$ cat config.mk
export PLATFORM = sky130hd
export DESIGN_NAME = imem_loader
export DESIGN_NICKNAME = d
export VERILOG_FILES = /design/src/rtl/riscv_pkg.sv /design/src/rtl/imem_loader_byte_to_word.sv /design/src/rtl/imem_loader.sv
export SDC_FILE = /design/constraint.sdc
export NUM_CORES = 1
export LEC_CHECK = 0
export ABC_AREA = 1
export CAP_MARGIN = 20
export CORE_ASPECT_RATIO = 1.5
export CORE_MARGIN = 2
export CORE_UTILIZATION = 57
export CTS_CLUSTER_DIAMETER = 120
export DETAILED_ROUTE_END_ITERATION = 7
export PLACE_DENSITY = 0.95
export SYNTH_ARGS = -nofsm -noshare
export SYNTH_HDL_FRONTEND = slang
export SYNTH_HIERARCHICAL = 1
export SYNTH_SLANG_ARGS = --single-unit
export TNS_END_PERCENT = 30
$ cat constraint.sdc
create_clock -name clk -period 4.9 [get_ports clk]
set_input_delay 0.49 -clock clk [delete_from_list [all_inputs] [get_ports clk]]
set_output_delay 0.49 -clock clk [all_outputs]
set_load 0.05 [all_outputs]
$ cat src/rtl/riscv_pkg.sv
// Shared core constants and the IMEM loader state encoding.
// IMEM_LOADER_CSUM_EN adds the trailing checksum state to the loader.
package riscv_pkg;

  localparam int unsigned XLEN       = 32;
  localparam int unsigned IMEM_DEPTH = 64;

  typedef enum logic [2:0] {
    StIdle,
    StLen,
    StData,
`ifdef IMEM_LOADER_CSUM_EN
    StCsum,
`endif
    StFlush,
    StDone,
    StErr
  } loader_state_e;

endpackage

$ cat src/rtl/imem_loader_byte_to_word.sv
// Assembles little-endian bytes into 32-bit words; word_valid_o pulses
// combinationally on the cycle the fourth byte of a word is offered.
module imem_loader_byte_to_word (
  input  logic        clk_i,
  input  logic        rst_i,
  input  logic        clear_i,
  input  logic        byte_valid_i,
  input  logic [7:0]  byte_i,
  output logic        word_valid_o,
  output logic [31:0] word_o
);

  logic [1:0]  cnt_q, cnt_d;
  logic [23:0] shift_q, shift_d;

  always_comb begin
    cnt_d   = cnt_q;
    shift_d = shift_q;
    if (clear_i) begin
      cnt_d   = '0;
      shift_d = '0;
    end else if (byte_valid_i) begin
      cnt_d = cnt_q + 2'd1;
      unique case (cnt_q)
        2'd0:    shift_d[7:0]   = byte_i;
        2'd1:    shift_d[15:8]  = byte_i;
        2'd2:    shift_d[23:16] = byte_i;
        default: shift_d        = '0;
      endcase
    end
  end

  assign word_valid_o = byte_valid_i && !clear_i && (cnt_q == 2'd3);
  assign word_o       = {byte_i, shift_q};

  always_ff @(posedge clk_i) begin
    if (rst_i) begin
      cnt_q   <= '0;
      shift_q <= '0;
    end else begin
      cnt_q   <= cnt_d;
      shift_q <= shift_d;
    end
  end

endmodule

$ cat src/rtl/imem_loader.sv
// Streams a length-prefixed little-endian program image into IMEM, holding the CPU
// in reset until done. Define IMEM_LOADER_CSUM_EN to require a trailing checksum byte.
module imem_loader
  import riscv_pkg::*;
#(
  parameter logic [XLEN-1:0] BASE_ADDR = 32'h0000_0000,
  parameter int unsigned     DEPTH     = IMEM_DEPTH
) (
  input  logic            clk,
  input  logic            reset,
  input  logic            start,
  input  logic [7:0]      in_data,
  input  logic            in_valid,
  output logic            in_ready,
  output logic            wr_en,
  output logic [XLEN-1:0] wr_addr,
  output logic [XLEN-1:0] wr_data,
  output logic            cpu_reset,
  output logic            busy,
  output logic            done,
  output logic            error,
  output logic [15:0]     words_loaded
);

  localparam logic [31:0] DepthW = DEPTH;

`ifdef IMEM_LOADER_CSUM_EN
  localparam loader_state_e StAfterData = StCsum;
`else
  localparam loader_state_e StAfterData = StFlush;
`endif

  loader_state_e   state_q, state_d;
  logic            len_hi_q, len_hi_d;
  logic [15:0]     count_q, count_d;
  logic [15:0]     idx_q, idx_d;
  logic            wr_en_q, wr_en_d;
  logic [XLEN-1:0] wr_addr_q, wr_addr_d;
  logic [XLEN-1:0] wr_data_q, wr_data_d;
`ifdef IMEM_LOADER_CSUM_EN
  logic [7:0]      csum_q, csum_d;
`endif

  logic        start_load;
  logic        data_byte;
  logic        word_valid;
  logic [31:0] word;
  logic [15:0] len_word;

  // start is honoured only outside an active load.
  assign start_load = start && (state_q == StIdle || state_q == StDone || state_q == StErr);
  assign data_byte  = in_valid && (state_q == StData);
  assign len_word   = {in_data, count_q[7:0]};

  imem_loader_byte_to_word u_b2w (
    .clk_i        (clk),
    .rst_i        (reset),
    .clear_i      (start_load),
    .byte_valid_i (data_byte),
    .byte_i       (in_data),
    .word_valid_o (word_valid),
    .word_o       (word)
  );

  always_comb begin
    state_d   = state_q;
    len_hi_d  = len_hi_q;
    count_d   = count_q;
    idx_d     = idx_q;
    wr_en_d   = 1'b0;
    wr_addr_d = wr_addr_q;
    wr_data_d = wr_data_q;
`ifdef IMEM_LOADER_CSUM_EN
    csum_d    = csum_q;
`endif
    unique case (state_q)
      StIdle, StDone, StErr: begin
        if (start) begin
          state_d  = StLen;
          len_hi_d = 1'b0;
          count_d  = '0;
          idx_d    = '0;
`ifdef IMEM_LOADER_CSUM_EN
          csum_d   = '0;
`endif
        end
      end
      StLen: begin
        if (in_valid) begin
          if (!len_hi_q) begin
            count_d[7:0] = in_data;
            len_hi_d     = 1'b1;
          end else begin
            count_d  = len_word;
            len_hi_d = 1'b0;
            if (len_word == 16'd0) begin
              state_d = StAfterData;
            end else if ({16'h0, len_word} > DepthW) begin
              state_d = StErr;
            end else begin
              state_d = StData;
            end
          end
        end
      end
      StData: begin
        if (in_valid) begin
`ifdef IMEM_LOADER_CSUM_EN
          csum_d = csum_q + in_data;
`endif
          if (word_valid) begin
            wr_en_d   = 1'b1;
            wr_data_d = word;
            wr_addr_d = BASE_ADDR + {14'h0, idx_q, 2'b00};
            idx_d     = idx_q + 16'd1;
            if (idx_d == count_q) begin
              state_d = StAfterData;
            end
          end
        end
      end
`ifdef IMEM_LOADER_CSUM_EN
      StCsum: begin
        if (in_valid) begin
          state_d = (in_data == csum_q) ? StFlush : StErr;
        end
      end
`endif
      StFlush: state_d = StDone;
      default: state_d = StIdle;
    endcase
  end

  always_comb begin
    in_ready  = 1'b0;
    busy      = 1'b0;
    done      = 1'b0;
    error     = 1'b0;
    cpu_reset = 1'b1;
    unique case (state_q)
      StLen, StData: begin
        in_ready = 1'b1;
        busy     = 1'b1;
      end
`ifdef IMEM_LOADER_CSUM_EN
      StCsum: begin
        in_ready = 1'b1;
        busy     = 1'b1;
      end
`endif
      StFlush: busy = 1'b1;
      StDone: begin
        done      = 1'b1;
        cpu_reset = 1'b0;
      end
      StErr:   error = 1'b1;
      default: ;
    endcase
  end

  assign wr_en        = wr_en_q;
  assign wr_addr      = wr_addr_q;
  assign wr_data      = wr_data_q;
  assign words_loaded = idx_q;

  always_ff @(posedge clk) begin
    if (reset) begin
      state_q   <= StIdle;
      len_hi_q  <= 1'b0;
      count_q   <= '0;
      idx_q     <= '0;
      wr_en_q   <= 1'b0;
      wr_addr_q <= BASE_ADDR;
      wr_data_q <= '0;
`ifdef IMEM_LOADER_CSUM_EN
      csum_q    <= '0;
`endif
    end else begin
      state_q   <= state_d;
      len_hi_q  <= len_hi_d;
      count_q   <= count_d;
      idx_q     <= idx_d;
      wr_en_q   <= wr_en_d;
      wr_addr_q <= wr_addr_d;
      wr_data_q <= wr_data_d;
`ifdef IMEM_LOADER_CSUM_EN
      csum_q    <= csum_d;
`endif
    end
  end

endmodule
# Word-level counts from Yosys, hierarchy flattened
# Cells that the tools add are included.
# W data, S select, Z words.
classes:
  addsub: 2
  n_mux: 30
  n_eq_ne: 16
  magnitude_cmp: 1
  reduce_logical: 29
  n_bitwise: 5
ops:
  columns: ["operator", "n"]
  rows:
  - ["$mux W16", 4]
  - ["$pmux W16 S2", 2]
  - ["$pmux W8 S2", 3]
  - ["$mux W3", 8]
  - ["$add A16 B1 Y16 const B", 1]
  - ["$eq A16 B16 Y1", 1]
  - ["$gt A16 B7 Y1 const B", 1]
  - ["$logic_not A16 Y1", 1]
  - ["$mux W8", 2]
  - ["$pmux W3 S4", 1]
  - ["$reduce_and A4 Y1", 3]
  - ["$ne A2 B2 Y1 const B", 5]
  - ["$reduce_or A2 Y1", 5]
  - ["$mux W1", 9]
  - ["$reduce_or A3 Y1", 3]
  - ["$eq A3 B2 Y1 const B", 2]
  - ["$eq A3 B3 Y1 const B", 2]
  - ["$reduce_and A2 Y1", 3]
  - ["$reduce_and A3 Y1", 2]
  - ["$reduce_and A6 Y1", 1]
  - ["$not A1 Y1", 5]
  - ["$eq A2 B2 Y1 const B", 2]
  - ["$logic_and A1 B1 Y1", 4]
  - ["$ne A2 B1 Y1 const B", 2]
  - ["other kinds (9)", 11]
word_totals:
  elab_cells: 95
  out_inout_bits: 86
  ff_bits: 111
  in_bits: 12

# Longest topological paths before layout
# Gate-level depths: netlist (run 1).
depth:
  ltp_word: 10
  depth_mapped: 19
  depth_no_buf: 18

# By module
# The synthesis (run 1) kept the hierarchy.
modules_own_cells:
  columns: ["module", "seq_area_each_um2", "cells_per_inst", "instances", "area_each_um2"]
  rows:
  - ["imem_loader", 1701.6, 597, 1, 4066.4]
  - ["imem_loader_byte_to_word", 520.5, 190, 1, 1290.0]

# Worst setup path after synthesis (run 1)
# Ideal clock, no wire load.
synth_timing:
  kind: "flip-flop to flip-flop"
  from: "register idx_q[1], in the netlist words_loaded[1]"
  to: "register state_q[2]"
  slack_ns: 2.658
  t_arrival_ns: 2.130
  path_stages_with_launch: 15
  path_buffers: 0
  t_required_ns: 4.787
  setup_ns: 0.113
  path_cell_list: "dfxtp_1 ha_1 nand2_4 nor2_8 nand2_1 nand3_1 nand2_1 nor2_1 nand2_1 nor2_2 nand3_1 nor2_1 nor2_2 nor2_1 nor2_1"
synth_via:
  elab_chain_len: 4
synth_rtl:
  columns: ["element", "line_no", "rtl"]
  rows:
  - ["start, declared", "imem_loader.sv:36", "logic [15:0] idx_q, idx_d;"]
  - ["start signal, assigned", "imem_loader.sv:182", "idx_q <= idx_d;"]
  - ["$add A16 B1 Y16", "imem_loader.sv:115", "idx_d = idx_q + 16'd1;"]
  - ["$eq A16 B16 Y1", "imem_loader.sv:116", "if (idx_d == count_q) begin"]
  - ["$ne A2 B1 Y1 (no source line)", null, null]
  - ["$reduce_and A6 Y1 (no source line)", null, null]
  - ["end signal, assigned", "imem_loader.sv:168", "state_q <= StIdle;"]
  - ["end signal, assigned", "imem_loader.sv:179", "state_q <= state_d;"]
  - ["end, declared", "imem_loader.sv:33", "loader_state_e state_q, state_d;"]
# Every way passes these cells.
# A chain may end at the register's enable or synchronous reset.

# Worst setup path after layout (run 1)
layout_timing:
  from: "register state_q[1]"
  to: "register idx_q[0], in the netlist words_loaded[0]"
layout_via:
  elab_cells_between_ends: 18
  cone_classes: "6 x eq/ne; 1 x mux; 11 x reduce/logical"
layout_rtl:
  columns: ["element", "line_no", "rtl"]
  rows:
  - ["$eq A3 B2 Y1", "imem_loader.sv:52", "assign data_byte = in_valid && (state_q == StData);"]
  - ["$logic_and A1 B1 Y1", "imem_loader.sv:52", null]
  - ["named net data_byte", "imem_loader.sv:45", "logic data_byte;"]
  - ["$logic_and A1 B1 Y1 (2 in a row)", "imem_loader_byte_to_word.sv:33", "assign word_valid_o = byte_valid_i && !clear_i && (cnt_q == 2'd3);"]
  - ["named net word_valid", "imem_loader.sv:46", "logic word_valid;"]
  - ["$ne A2 B1 Y1 (no source line)", null, null]
  - ["$reduce_and A4 Y1 (no source line)", null, null]
# The timed path passes the listed nets, and every way through them passes these cells.

==> impl_metrics.env, run 1 <==
export IMPL_outcome="complete, no violations"
export IMPL_power_leakage_uw=0.00272
export IMPL_synth_cell_types=33
export IMPL_synthXorXnorAreaFrac_pct=0.164
export IMPL_yosysTopAreaCellShare_pct=41.5
export IMPL_endpoint_kind="register"
export IMPL_cp_max_fo=31
export IMPL_setup_ws_ns=2.19
export IMPL_coreArea_sq_um=9200
export IMPL_vias=5148
export IMPL_stdcell_count=955
export IMPL_grt_remaining_overflow=0
export IMPL_nFillCells=734
export IMPL_cp_start_kind="register"
export IMPL_drtIter0Drc=265
export IMPL_synth_fa_ha_area_share_pct=1.17
export IMPL_preCtsSetupSlack_ns=1.62
export IMPL_syn_to_final_growth_pct=19.0
export IMPL_cts_max_path_buffers=2
export IMPL_die_w_um=83.2
export IMPL_routabilityCongestion=0.915
export IMPL_setup_viol=0
export IMPL_fmax_mhz=369
export IMPL_n_antenna_cell=0
export IMPL_dp_hpwl_um=9020
export IMPL_ios=98
export IMPL_num_rows=43
export IMPL_max_cap_violations=0
export IMPL_hold_class="register to register"
export IMPL_slowest_stage="nand3_1"
export IMPL_firstDrtPassIters=6
export IMPL_synth_largest_area_cell="dfxtp_1"
export IMPL_final_layout_size_suffix_gt1_share_pct=5.81
export IMPL_yosysSeqAreaShare_pct=41.5
export IMPL_htree_levels=3
export IMPL_power_density_nw_per_um2=390
export IMPL_stdcell_area_sq_um=6380
export IMPL_path_cells="inv_2, nor3_1, inv_1, nor2_1, buf_4, nand2_1, nor2_1, nand2_1, nand4_1, nand3_1, a21oi_1, nor2_1"
export IMPL_grt_setup_unrepaired="no"
export IMPL_dieHeight_um=123
export IMPL_insertion_delay_ns=0.34
export IMPL_final_common_cell="nand2_1"
export IMPL_cts_sinks=111
export IMPL_mostFrequentLayoutCells="nand2_1, nor2_1, dfxtp_1, clkdlybuf4s50_1, o21ai_0"
export IMPL_numCtsBuffers=9
export IMPL_crit_arrival_ns=2.90
export IMPL_avgSynthCellArea_sq_um=6.81
export IMPL_synth_simple_gate_area_share_pct=32.8
export IMPL_placed_cells=942
export IMPL_cp_required_ns=5.09
export IMPL_clock_root_buffer="clkbuf_16"
export IMPL_grt_pass1_vias=4813
export IMPL_yosysWarnings=6
export IMPL_fin_crit_sh_pct=55.3
export IMPL_wirelength_um=13100
export IMPL_synthCells=787
export IMPL_crit_path_frequent_cell="nor2_1"
export IMPL_tightest_slew_ns=1.06
export IMPL_fin_crit_ns=2.71
export IMPL_grt_pass1_wl_um=21900
export IMPL_slowest_delay_ns=0.56
export IMPL_yosys_top_cells_area="dfxtp_1, nand2_1, nor2_1"
export IMPL_antenna_found_initial=0
export IMPL_nets=859
export IMPL_wl_per_cell_um=13.7
export IMPL_worstSetupPathType="register to register"
export IMPL_path_clk_slew_ns=0.07
export IMPL_synth_top_family_by_area="simple AND/OR/NAND/NOR gates"
export IMPL_die_area_sq_um=10200
export IMPL_grt_use_total_pct=26.5
export IMPL_drtAntennaViolNets=0
export IMPL_synth_mux_area_share_pct=0
export IMPL_post_dp_cell_area_sq_um=6060
export IMPL_cts_setup_buffers=0
export IMPL_total_power_uw=2480
export IMPL_start_util_pct=58.2
export IMPL_finalHoldViolCount=0
export IMPL_fin_skew_ns=0.00507
export IMPL_final_max_slew_viol_count=0
export IMPL_ctsResizeCount=0
export IMPL_drc=0
export IMPL_port_buffers=81
export IMPL_synth_compound_area_share_pct=13.1
export IMPL_cts_tree="yes"
export IMPL_tns_ns=0
export IMPL_ys_seq_elements=111
export IMPL_syn_area_sq_um=5360
export IMPL_hold_buffers=0
export IMPL_relSlewSlack_pct=29.3
export IMPL_ir_worst_vdd_v=0.000286
export IMPL_grt_max_degree=77
export IMPL_via_per_inst=5.39
## state kept, by name, summed over array words and instances, names as in the netlist
register,cells
wr_data,32
u_b2w/shift_q,24
count_q,16
words_loaded,16
wr_addr,16
state_q,3
u_b2w/cnt_q,2
len_hi_q,1
wr_en,1
## report_power, final
group / switching, uW / internal (uW) / total (uW)
Clock: 303 / 437 / 740
Combinational: 494 / 210 / 704
Sequential: 57.7 / 983 / 1040
## Yosys cell counts, drive strengths merged
cell type and n:
o21bai 1, a21oi 60, ha 5, clkinv 2, nor3 2, inv 67
nor4 2, buf 42, clkbuf 15, nand2 179, o21ai 70, nand3b 1
o22ai 1, xor2 1, dfxtp 111, nor2 158, conb 1, nand4 10
nand3 56, a211oi 3
## path summary, 6_finish.rpt
kind	from	endpoint	slack [ns]	cells past startpoint
worst max-delay path	state_q[1]$_SDFFE_PP0P_	words_loaded[0]$_SDFFE_PP0P_	2.19	12
worst min-delay path	count_q[11]$_SDFFE_PP0P_	count_q[11]$_SDFFE_PP0P_	0.47	2
worst max register to register	state_q[1]$_SDFFE_PP0P_	words_loaded[0]$_SDFFE_PP0P_	2.19	12
worst min register to register	count_q[11]$_SDFFE_PP0P_	count_q[11]$_SDFFE_PP0P_	0.47	2
## logic make-up after synthesis
logic type                 count (synthesis)
and+or+nand+nor                          408
AOI/OAI and AO/OA                        135
buffers and inverters                    126
DFF                                      111
adders and majority gates                  5
xor gates and xnor gates                   1
other                                      1
## routing by layer
metal / part of all wire, % / vias up / global-route usage (%)
li1: - / 2578 / -
met1: 38 / 2335 / 27.9
met2: 52 / 197 / 49.3
met3: 5.8 / 38 / 4.64
met4: 4.3 / 0 / 15.5
met5: 0 / - / 0
## metrics by stage
stage               utilization [%]  hold WS, ns
floorplan                         -        0.444
global placement               65.9        0.458
detailed placement             65.9        0.463
CTS                            69.0        0.473
global route                   69.3        0.505
finish                         69.3        0.471
## final cells by class
cell class / instances / area, sq um / share of cell area, %
tap: 112 / 140 / 2.20
inverter: 69 / 260 / 4.08
multi-input combinational: 565 / 2600 / 40.7
timing repair buffer: 86 / 868 / 13.6
sequential: 111 / 2220 / 34.9
clock buffer: 10 / 229 / 3.59
clock inverter: 2 / 60.1 / 0.942
## critical path, delay by kind of cell, from the launching register on
family,cells,cell delay (ns)
buffers and inverters,3,0.54
flip-flops,1,0.41
AND/OR/NAND/NOR,8,1.28
AO/OA/AOI/OAI,1,0.32
(Power assumes the default switching activity.)
==> run 2, diff against run 1 <==
--- a/config.mk
+++ b/config.mk
@@ -9,10 +9,10 @@
 export CAP_MARGIN = 20
 export CORE_ASPECT_RATIO = 1.5
 export CORE_MARGIN = 2
-export CORE_UTILIZATION = 57
+export CORE_UTILIZATION = 53
 export CTS_CLUSTER_DIAMETER = 120
 export DETAILED_ROUTE_END_ITERATION = 7
-export PLACE_DENSITY = 0.95
+export PLACE_DENSITY = 0.9
 export SYNTH_ARGS = -nofsm -noshare
 export SYNTH_HDL_FRONTEND = slang
 export SYNTH_HIERARCHICAL = 1
==> constraint.sdc (replaced) <==
create_clock -name clk -period 2.8 [get_ports clk]
set_input_delay 0.28 -clock clk [delete_from_list [all_inputs] [get_ports clk]]
set_output_delay 0.28 -clock clk [all_outputs]
set_load 0.05 [all_outputs]
==> impl_metrics.env, run 2 (synthesis gave the netlist of run 1 again) <==
export IMPL_fmax_mhz=421
export IMPL_port_buffers=81
export IMPL_hold_path_depth=2
export IMPL_mostFrequentLayoutCells="nand2_1, nor2_1, dfxtp_1, clkdlybuf4s50_1, o21ai_0"
export IMPL_dieHeight_um=127
export IMPL_cts_setup_buffers=0
export IMPL_finalHoldViolCount=0
export IMPL_antenna_found_initial=0
export IMPL_final_layout_size_suffix_gt1_share_pct=7.14
export IMPL_path_clk_slew_ns=0.07
export IMPL_ctsResizeCount=0
export IMPL_drtAntennaViolNets=0
export IMPL_vias=5159
export IMPL_fin_skew_ns=0.00786
export IMPL_grt_max_degree=51
export IMPL_final_common_cell="nand2_1"
export IMPL_nets=866
export IMPL_wirelength_um=13000
export IMPL_start_util_pct=53.7
export IMPL_path_buf_inv=2
export IMPL_r2r_slack_ns=0.58
export IMPL_n_antenna_cell=0
export IMPL_coreArea_sq_um=9970
export IMPL_clock_root_buffer="clkbuf_16"
export IMPL_max_cap_violations=0
export IMPL_htree_levels=3
export IMPL_fin_crit_ns=2.37
export IMPL_cts_tree="yes"
export IMPL_intPower_uw=2720
export IMPL_insertion_delay_ns=0.36
export IMPL_ios=98
export IMPL_largest_register_ffs=32
export IMPL_tightest_slew_ns=0.517
export IMPL_die_area_sq_um=10900
export IMPL_hold_buffers=0
export IMPL_cp_max_fo=10
export IMPL_grt_setup_unrepaired="no"
export IMPL_net_switching_power_uw=1580
export IMPL_grt_remaining_overflow=0
export IMPL_combPwrFrac_pct=29.1
export IMPL_cp_num_cells=5
export IMPL_final_max_slew_viol_count=0
export IMPL_worstSetupPathType="register to primary output"
export IMPL_crit_arrival_ns=2.09
export IMPL_syn_to_final_growth_pct=19.9
export IMPL_grt_pass1_vias=4860
export IMPL_num_rows=45
export IMPL_die_w_um=86.1
export IMPL_worstRegToRegCells=17
export IMPL_cp_endpoint="in_ready"
export IMPL_endpoint_kind="primary output"
export IMPL_rr_endpoint="state_q[2]$_SDFFE_PP0P_"
export IMPL_holdWs_ns=0.474
export IMPL_relSlewSlack_pct=65.4
export IMPL_drtIter0Drc=296
export IMPL_numCtsBuffers=9
export IMPL_routabilityCongestion=0.921
export IMPL_cts_sinks=111
export IMPL_drc=0
export IMPL_swShare_pct=36.8
export IMPL_sequentialPowerShare_pct=42.4
export IMPL_grt_use_total_pct=24.9
export IMPL_fin_crit_sh_pct=84.8
export IMPL_slowest_delay_ns=0.80
export IMPL_dp_hpwl_um=9280
export IMPL_power_leakage_uw=0.00275
export IMPL_hold_class="register to register"
export IMPL_fin_util_pct=64.4
export IMPL_nFillCells=857
export IMPL_firstDrtPassIters=6
export IMPL_cp_start_kind="register"
export IMPL_grt_pass1_wl_um=21800
export IMPL_tns_ns=0
export IMPL_rr_startpoint="state_q[1]$_SDFFE_PP0P_"
export IMPL_ir_worst_vdd_v=0.000423
export IMPL_outcome="complete, no violations"
export IMPL_wl_per_cell_um=13.4
export IMPL_power_density_nw_per_um2=670
export IMPL_p_clk_share_pct=28.5
export IMPL_path_cells="nand2_2, nor2_4, inv_2, nand2_1, clkdlybuf4s50_1"
export IMPL_cp_required_ns=2.52
export IMPL_via_per_inst=5.31
export IMPL_cts_max_path_buffers=2
export IMPL_slowest_stage="clkdlybuf4s50_1"
export IMPL_setup_viol=0
export IMPL_critPathTopFamily="buffers and inverters"
export IMPL_crit_start="state_q[0]$_SDFFE_PP0P_"
-- run 2: cell count changes in the layout (fill, tap and decap cells not counted), sizes merged --
cell / change
clkinvlp: +1
clkinv: +4
inv: +2
bufinv: -2
clkbuf: -1
buf: +7
-- run 2: how the worst min path moves through the flow --
| stage | slack (ns) | startpoint | to |
|---|---|---|---|
| floorplan | 0.42 | reset | state_q[0]$_SDFFE_PP0P_ |
| global placement | 0.46 | count_q[13]$_SDFFE_PP0P_ | count_q[13]$_SDFFE_PP0P_ |
| CTS | 0.47 | count_q[11]$_SDFFE_PP0P_ | count_q[11]$_SDFFE_PP0P_ |
| global route | 0.49 | count_q[11]$_SDFFE_PP0P_ | count_q[11]$_SDFFE_PP0P_ |
| finish | 0.47 | count_q[11]$_SDFFE_PP0P_ | count_q[11]$_SDFFE_PP0P_ |
| detailed placement | 0.46 | count_q[11]$_SDFFE_PP0P_ | count_q[11]$_SDFFE_PP0P_ |
-- run 2: cell type report --
cell class                 count  area (sq um)  share of cell area [%]
tap                          117           146                    2.28
inverter                      69           260                    4.05
sequential                   111          2220                    34.6
timing repair buffer          93           913                    14.2
clock buffer                   9           225                    3.51
clock inverter                 7          56.3                   0.877
multi-input combinational    565          2600                    40.4
-- run 2: per-stage QoR --
step	worst slack, ns	power [uW]	instance area, sq um	std cells
global placement	0.599	3070	6140	955
detailed placement	0.513	3090	6140	955
floorplan	0.558	2810	5410	802
global route	0.283	4550	6420	971
finish	0.425	4300	6420	971
CTS	0.425	4310	6420	971
-- run 2: layer usage --
layer	up-vias	global-route usage, %	routed length [um]
met2	167	44.0	6720
met1	2362	27.4	5020
met5	-	0	0
met4	0	14.2	614
met3	40	4.78	629
li1	2590	-	-
-- run 2: worst min-delay path, delay by kind of cell (launching register included) --
kind | cells | cell delay (ns)
AO/OA/AOI/OAI | 1 | 0.06
buffers and inverters | 1 | 0.07
flip-flops | 1 | 0.30
-- run 2: power groups by stage --
| stage | logic [uW] | registers [uW] | clock network [uW] |
|---|---|---|---|
| floorplan | 978 | 1830 | 0 |
| global placement | 1220 | 1850 | 0 |
| detailed placement | 1240 | 1860 | 0 |
| CTS | 1250 | 1820 | 1250 |
| global route | 1410 | 1840 | 1300 |
| finish | 1250 | 1830 | 1230 |
